## src/rtl/mtsp_trd_scheduler.sv

```systemverilog
// mtsp_trd_scheduler: round-robin fetch thread scheduler for the MTSP core.
// It picks one runnable, unlocked thread per cycle and drives it into fetch as
// an active-low one-hot select. It holds an unconsumed grant until fetch takes
// it. After a grant, the granted thread is locked out for LOCK_CYCLES cycles.
//
// Optional feature: define MTSP_SCHED_PRIORITY_EN to add PRI_TRD. The
// round-robin search then prefers PRI_TRD threads and shares one pointer with
// the normal search.
//
// Ports:
//   CLK        main clock
//   RST        synchronous reset, active-high
//   TRD_RUN    per-thread runnable flag
//   KILL_nTRD  active-low per-thread lockout clear
//   IF_READY   fetch accepts the current selection this cycle
//   PRI_TRD    high-priority thread mask (MTSP_SCHED_PRIORITY_EN only)
//   IF_nEN     registered one-hot active-low thread select, all ones when none
//   IF_VALID   registered, IF_nEN holds a valid grant
//   SCHED_IDLE registered, no thread was eligible in the previous cycle
module mtsp_trd_scheduler #(
    parameter int unsigned TRD_COUNT   = 12,
    parameter int unsigned LOCK_CYCLES = 4
) (
    input  logic                 CLK,
    input  logic                 RST,
    input  logic [TRD_COUNT-1:0] TRD_RUN,
    input  logic [TRD_COUNT-1:0] KILL_nTRD,
    input  logic                 IF_READY,
`ifdef MTSP_SCHED_PRIORITY_EN
    input  logic [TRD_COUNT-1:0] PRI_TRD,
`endif
    output logic [TRD_COUNT-1:0] IF_nEN,
    output logic                 IF_VALID,
    output logic                 SCHED_IDLE
);

    localparam int unsigned LW = (LOCK_CYCLES == 0) ? 1 : $clog2(LOCK_CYCLES + 1);
    localparam int unsigned PW = $clog2(TRD_COUNT);
    localparam logic [LW-1:0] LOCK_LOAD = LW'(LOCK_CYCLES);

    logic [LW-1:0]          lock_q [TRD_COUNT];
    logic [PW-1:0]          ptr_q;
    logic [TRD_COUNT-1:0]   eligible_c;
    logic [TRD_COUNT-1:0]   search_c;
    logic [2*TRD_COUNT-1:0] dbl_c;
    logic [TRD_COUNT-1:0]   rot_c;
    logic [PW-1:0]          start_c;
    logic [PW-1:0]          off_c;
    logic [PW:0]            sum_c;
    logic [PW-1:0]          grant_c;
    logic                   found_c;
    logic                   issue_c;

    // A thread is eligible when it is runnable and its lockout has expired.
    always_comb begin
        eligible_c = '0;
        for (int i = 0; i < TRD_COUNT; i++) begin
            eligible_c[i] = TRD_RUN[i] & (lock_q[i] == '0);
        end
    end

    // The priority subset wins whenever it is non-empty.
`ifdef MTSP_SCHED_PRIORITY_EN
    always_comb search_c = (|(eligible_c & PRI_TRD)) ? (eligible_c & PRI_TRD) : eligible_c;
`else
    always_comb search_c = eligible_c;
`endif

    // Rotate the candidate set so that bit 0 is the thread after the last grant.
    // The lowest set bit is then the round-robin winner.
    always_comb begin
        start_c = (ptr_q == PW'(TRD_COUNT - 1)) ? '0 : ptr_q + PW'(1);
        dbl_c   = {search_c, search_c};
        rot_c   = TRD_COUNT'(dbl_c >> start_c);
        found_c = 1'b0;
        off_c   = '0;
        for (int j = TRD_COUNT - 1; j >= 0; j--) begin
            if (rot_c[j]) begin
                found_c = 1'b1;
                off_c   = PW'(j);
            end
        end
        sum_c   = {1'b0, start_c} + {1'b0, off_c};
        grant_c = (sum_c >= (PW+1)'(TRD_COUNT)) ? PW'(sum_c - (PW+1)'(TRD_COUNT)) : PW'(sum_c);
    end

    // The current grant is consumed, or there is none to hold.
    always_comb issue_c = ~IF_VALID | IF_READY;

    always_ff @(posedge CLK) begin
        if (RST) begin
            IF_nEN     <= '1;
            IF_VALID   <= 1'b0;
            SCHED_IDLE <= 1'b1;
            ptr_q      <= PW'(TRD_COUNT - 1);
            for (int i = 0; i < TRD_COUNT; i++) begin
                lock_q[i] <= '0;
            end
        end else begin
            SCHED_IDLE <= ~|eligible_c;
            if (issue_c) begin
                if (found_c) begin
                    IF_nEN   <= ~(TRD_COUNT'(1) << grant_c);
                    IF_VALID <= 1'b1;
                    ptr_q    <= grant_c;
                end else begin
                    IF_nEN   <= '1;
                    IF_VALID <= 1'b0;
                end
            end
            // A lock load on grant beats a kill, and a kill beats the countdown.
            for (int i = 0; i < TRD_COUNT; i++) begin
                if (issue_c && found_c && (grant_c == PW'(i))) begin
                    lock_q[i] <= LOCK_LOAD;
                end else if (!KILL_nTRD[i]) begin
                    lock_q[i] <= '0;
                end else if (lock_q[i] != '0) begin
                    lock_q[i] <= lock_q[i] - LW'(1);
                end
            end
        end
    end

endmodule

```

## config.mk

```make
export PLATFORM = sky130hd
export DESIGN_NAME = mtsp_trd_scheduler
export DESIGN_NICKNAME = d
export VERILOG_FILES = /design/src/rtl/mtsp_trd_scheduler.sv
export SDC_FILE = /design/constraint.sdc
export NUM_CORES = 1
export LEC_CHECK = 0
export BUFFER_PORTS_ARGS = -buffer_cell sky130_fd_sc_hd__buf_2
export CORE_ASPECT_RATIO = 0.6
export CORE_MARGIN = 2
export CORE_UTILIZATION = 25
export DETAILED_ROUTE_END_ITERATION = 6
export SYNTH_ARGS = -nofsm -noshare
export SYNTH_HDL_FRONTEND = slang
export SYNTH_SLANG_ARGS = --single-unit
```

## constraint.sdc

```tcl
create_clock -name CLK -period 7.25 [get_ports CLK]
set_clock_uncertainty 0.05 [all_clocks]
set_input_delay 0.3625 -clock CLK [delete_from_list [all_inputs] [get_ports CLK]]
set_output_delay 0.3625 -clock CLK [all_outputs]
set_load 0.05 [all_outputs]
```

==> summary.md <==
| Metric | Value |
|---|---|
| Most common cell after layout, fill and taps aside | `nor2_1` |
| Overflow after GRT | `0` |
| Critical Path RT | `7.14 ns` |
| Status | `finished, final reports clean` |
| CP Buf/Inv Count | `2` |
| Cell Rows | `36` |
| Post-synth EDFFs | `36` |
| First-pass GRT wire length | `18600 um` |
| H-tree depth | `2` |
| Seq cells post-synth | `54` |
| CP top delay family | `compound AO/OA/AOI/OAI gates` |
| Routability cong. | `0.932` |
| Final clock period utilization by the worst path | `92.8%` |
| Max Cap Violations | `0` |
| I/O pin count | `41` |
| CTS Hold Buffers Added | `0` |
| Root Driver | `clkbuf_16` |
| Placed Instance Area | `4670 um2` |
| Fillers | `1703` |
| Fin Setup TNS | `0 ns` |
| Synthesized Nets | `495` |
| Critical path cell sequence | `inv_1 > ha_1 > nor2b_1 > nand2_1 > mux4_2 > o22ai_1 > nor3_1 > a211oi_1 > o21ai_0 > a311oi_1 > ha_1 > a21o_1 > a21oi_1 > xor2_1 > inv_1 > ha_1 > a221oi_1 > nand3_1 > o21a_1 > or4_1 > o311ai_1` |
| CTS resizes | `0` |
| Initial antenna violation count | `1` |
| RSZ-0062 raised after global routing | `no` |
| Fin area | `4820 um2` |
| P&R area growth vs syn | `14.6%` |
| Layout cells sized above 1 | `18.3%` |
| Critical path peak fanout | `9` |
| Worst-skew pair later-pin latency | `0.30 ns` |
| CTS Sinks | `54` |
| Startpoint types | `register` |
| Antenna Nets Post-Route | `0` |
| Ys flop type | `edfxtp_1` |
| Vias in the first global route | `3405` |
| Total track usage | `13.4%` |
| Final WS setup | `0.521 ns` |
| CP peak stage delay | `0.69 ns` |
| CP arrival | `6.62 ns` |
| Multiplexer area fraction after synthesis | `8.96%` |
| ANT cells | `0` |
| Synth Instances | `437` |
| Avg Inst Size Synth | `9.62 um2` |
| Max-slew violations | `0` |
| Die area | `17900 um2` |
| Endpoints failing setup | `0` |
| CTS tree | `yes` |
| Final Hold Fails | `0` |
| Most frequent CP cell | `ha_1` |
| Clk buf depth | `2` |
| Multi-input logic area | `2550 um2` |
| Synth Area in Simple Gates | `20.7%` |
| Chip height | `104 um` |
| Sequential share of the synthesized area | `34.3%` |
| Reg clk slew, reported paths | `0.08 ns` |
| Worst Setup End Kind | `register` |
| YS warnings | `0` |
| Iteration-0 DRC Markers | `257` |
| Wirelength per Cell | `16.5 um` |
| Starting Density | `25.7%` |
| Compound-Gate Fraction of Synth Area | `20.8%` |
| First-pass DRT Iterations | `5` |
| Fin crit period | `6.73 ns` |
| Hold Path Class | `in -> reg` |
| Post-Synthesis Cell Area | `4210 um2` |
| Kind of critical path | `reg -> reg` |
| Register Area | `1440 um2` |
| Total CTS buffers | `5` |
| DP HPWL | `9130 um` |
| Setup bufs post-CTS | `0` |
| Nets@finish | `533` |
| Synth Area in Adders | `9.40%` |
| Util after Layout | `29.5%` |
| XOR/XNOR Fraction of Synth Area | `0.417%` |
| DRC viols | `0` |
| Tightest Pin Transition | `0.792 ns` |
| Die Wd | `171 um` |
| Largest family of logic cells by synthesized area | `compound AO/OA/AOI/OAI gates` |
| Via count | `3653` |
| Core Area | `16400 um2` |
| Yosys cell types | `65` |
| Pin count of the biggest net entering global routing | `31` |
| Post-DR vias/cell | `5.19` |
| Setup WS pre-CTS | `0.403 ns` |
| Most frequent cells in the layout | `47 x nor2_1, 40 x buf_2, 36 x edfxtp_1` |
| CP max stage cell | `or4_1` |
| Highest clock rate | `0.149 GHz` |
| Slew headroom | `46.5%` |
| Port bufs | `40` |
| Post-synth ARST share | `0%` |
| Routed WL | `11600 um` |
synthesized netlist by cell type, drive strengths merged, types with 6 or more instances:
| master | n | area share, % |
|---|---|---|
| nor2 | 48 | 4.7 |
| edfxtp | 36 | 26 |
| inv | 32 | 2.9 |
| ha | 30 | 8.9 |
| nand2 | 27 | 2.4 |
| dfxtp | 18 | 8.6 |
| nor2b | 15 | 2.2 |
| nand2b | 14 | 2.1 |
| o21a | 14 | 2.5 |
| nand3 | 13 | 1.7 |
| nor3 | 13 | 1.8 |
| mux4 | 12 | 6.4 |
| o31ai | 12 | 2.3 |
| o32a | 12 | 2.9 |
| buf | 10 | 1.7 |
| o21ai | 10 | 1.2 |
| o22ai | 10 | 1.5 |
| a21oi | 9 | 1.1 |
| clkbuf | 9 | 0.80 |
| a211oi | 7 | 1.2 |
| o31a | 6 | 1.2 |
cell families after synthesis:
| logic type | after synthesis |
|---|---|
| mux | 22 |
| xor+xnor | 2 |
| fa+ha+maj | 31 |
| compound gates | 115 |
| simple gates | 161 |
| flops | 54 |
| buf+inv | 52 |
state kept, by name, indices dropped and copies added, names as in the netlist:
signal,cells
IF_VALID,1
IF_nEN,12
SCHED_IDLE,1
lock_q,36
ptr_q,4
worst reg2reg max path: stages (launching register included):
cell      delay (ns)
edfxtp_1        0.39
inv_1           0.09
ha_1            0.16
nor2b_1         0.51
nand2_1         0.23
mux4_2          0.55
o22ai_1         0.19
nor3_1          0.11
a211oi_1        0.29
o21ai_0         0.11
a311oi_1        0.45
ha_1            0.33
a21o_1          0.19
a21oi_1         0.17
xor2_1          0.25
inv_1           0.09
ha_1            0.21
a221oi_1        0.49
nand3_1         0.14
o21a_1          0.18
or4_1           0.69
o311ai_1        0.52
path summary, 6_finish.rpt:
check                        startpoint                    endpoint  slack [ns]  depth (start not counted)
min reg2reg     IF_nEN[11]$_SDFFE_PP1N_     IF_nEN[11]$_SDFFE_PP1N_        0.43                          1
max reg2reg  lock_q[2][0]$_SDFFCE_PN0P_  lock_q[1][2]$_SDFFCE_PN0P_        0.52                         21
min                        KILL_nTRD[1]  lock_q[0][5]$_SDFFCE_PN0P_        0.42                          3
max          lock_q[2][0]$_SDFFCE_PN0P_  lock_q[1][2]$_SDFFCE_PN0P_        0.52                         21
routing by layer:
metal | share of wire, % | GRT usage, % | vias up
li1 | - | - | 1746
met1 | 53 | 22.0 | 1767
met2 | 39 | 18.0 | 133
met3 | 7.6 | 2.70 | 7
met4 | 0.46 | 1.51 | 0
met5 | 0 | 0 | -
area by class of cell:
class	instances	share of cell area, %
Sequential cell	54	29.9
Timing Repair Buffer	50	5.71
Multi-Input combinational cell	331	52.9
Clock inverter	3	0.390
Inverter	33	2.57
Tap cell	228	5.92
Clock buffer	5	2.60
through the flow:
stage | instances | hold slack (ns)
CTS | 704 | 0.419
floorplan | 437 | 0.476
detailed placement | 696 | 0.413
finish | 704 | 0.416
global placement | 696 | 0.409
global route | 704 | 0.434
Power is not shown: default switching activity piles up to over one toggle a cycle in this logic, so the estimate is an artifact.
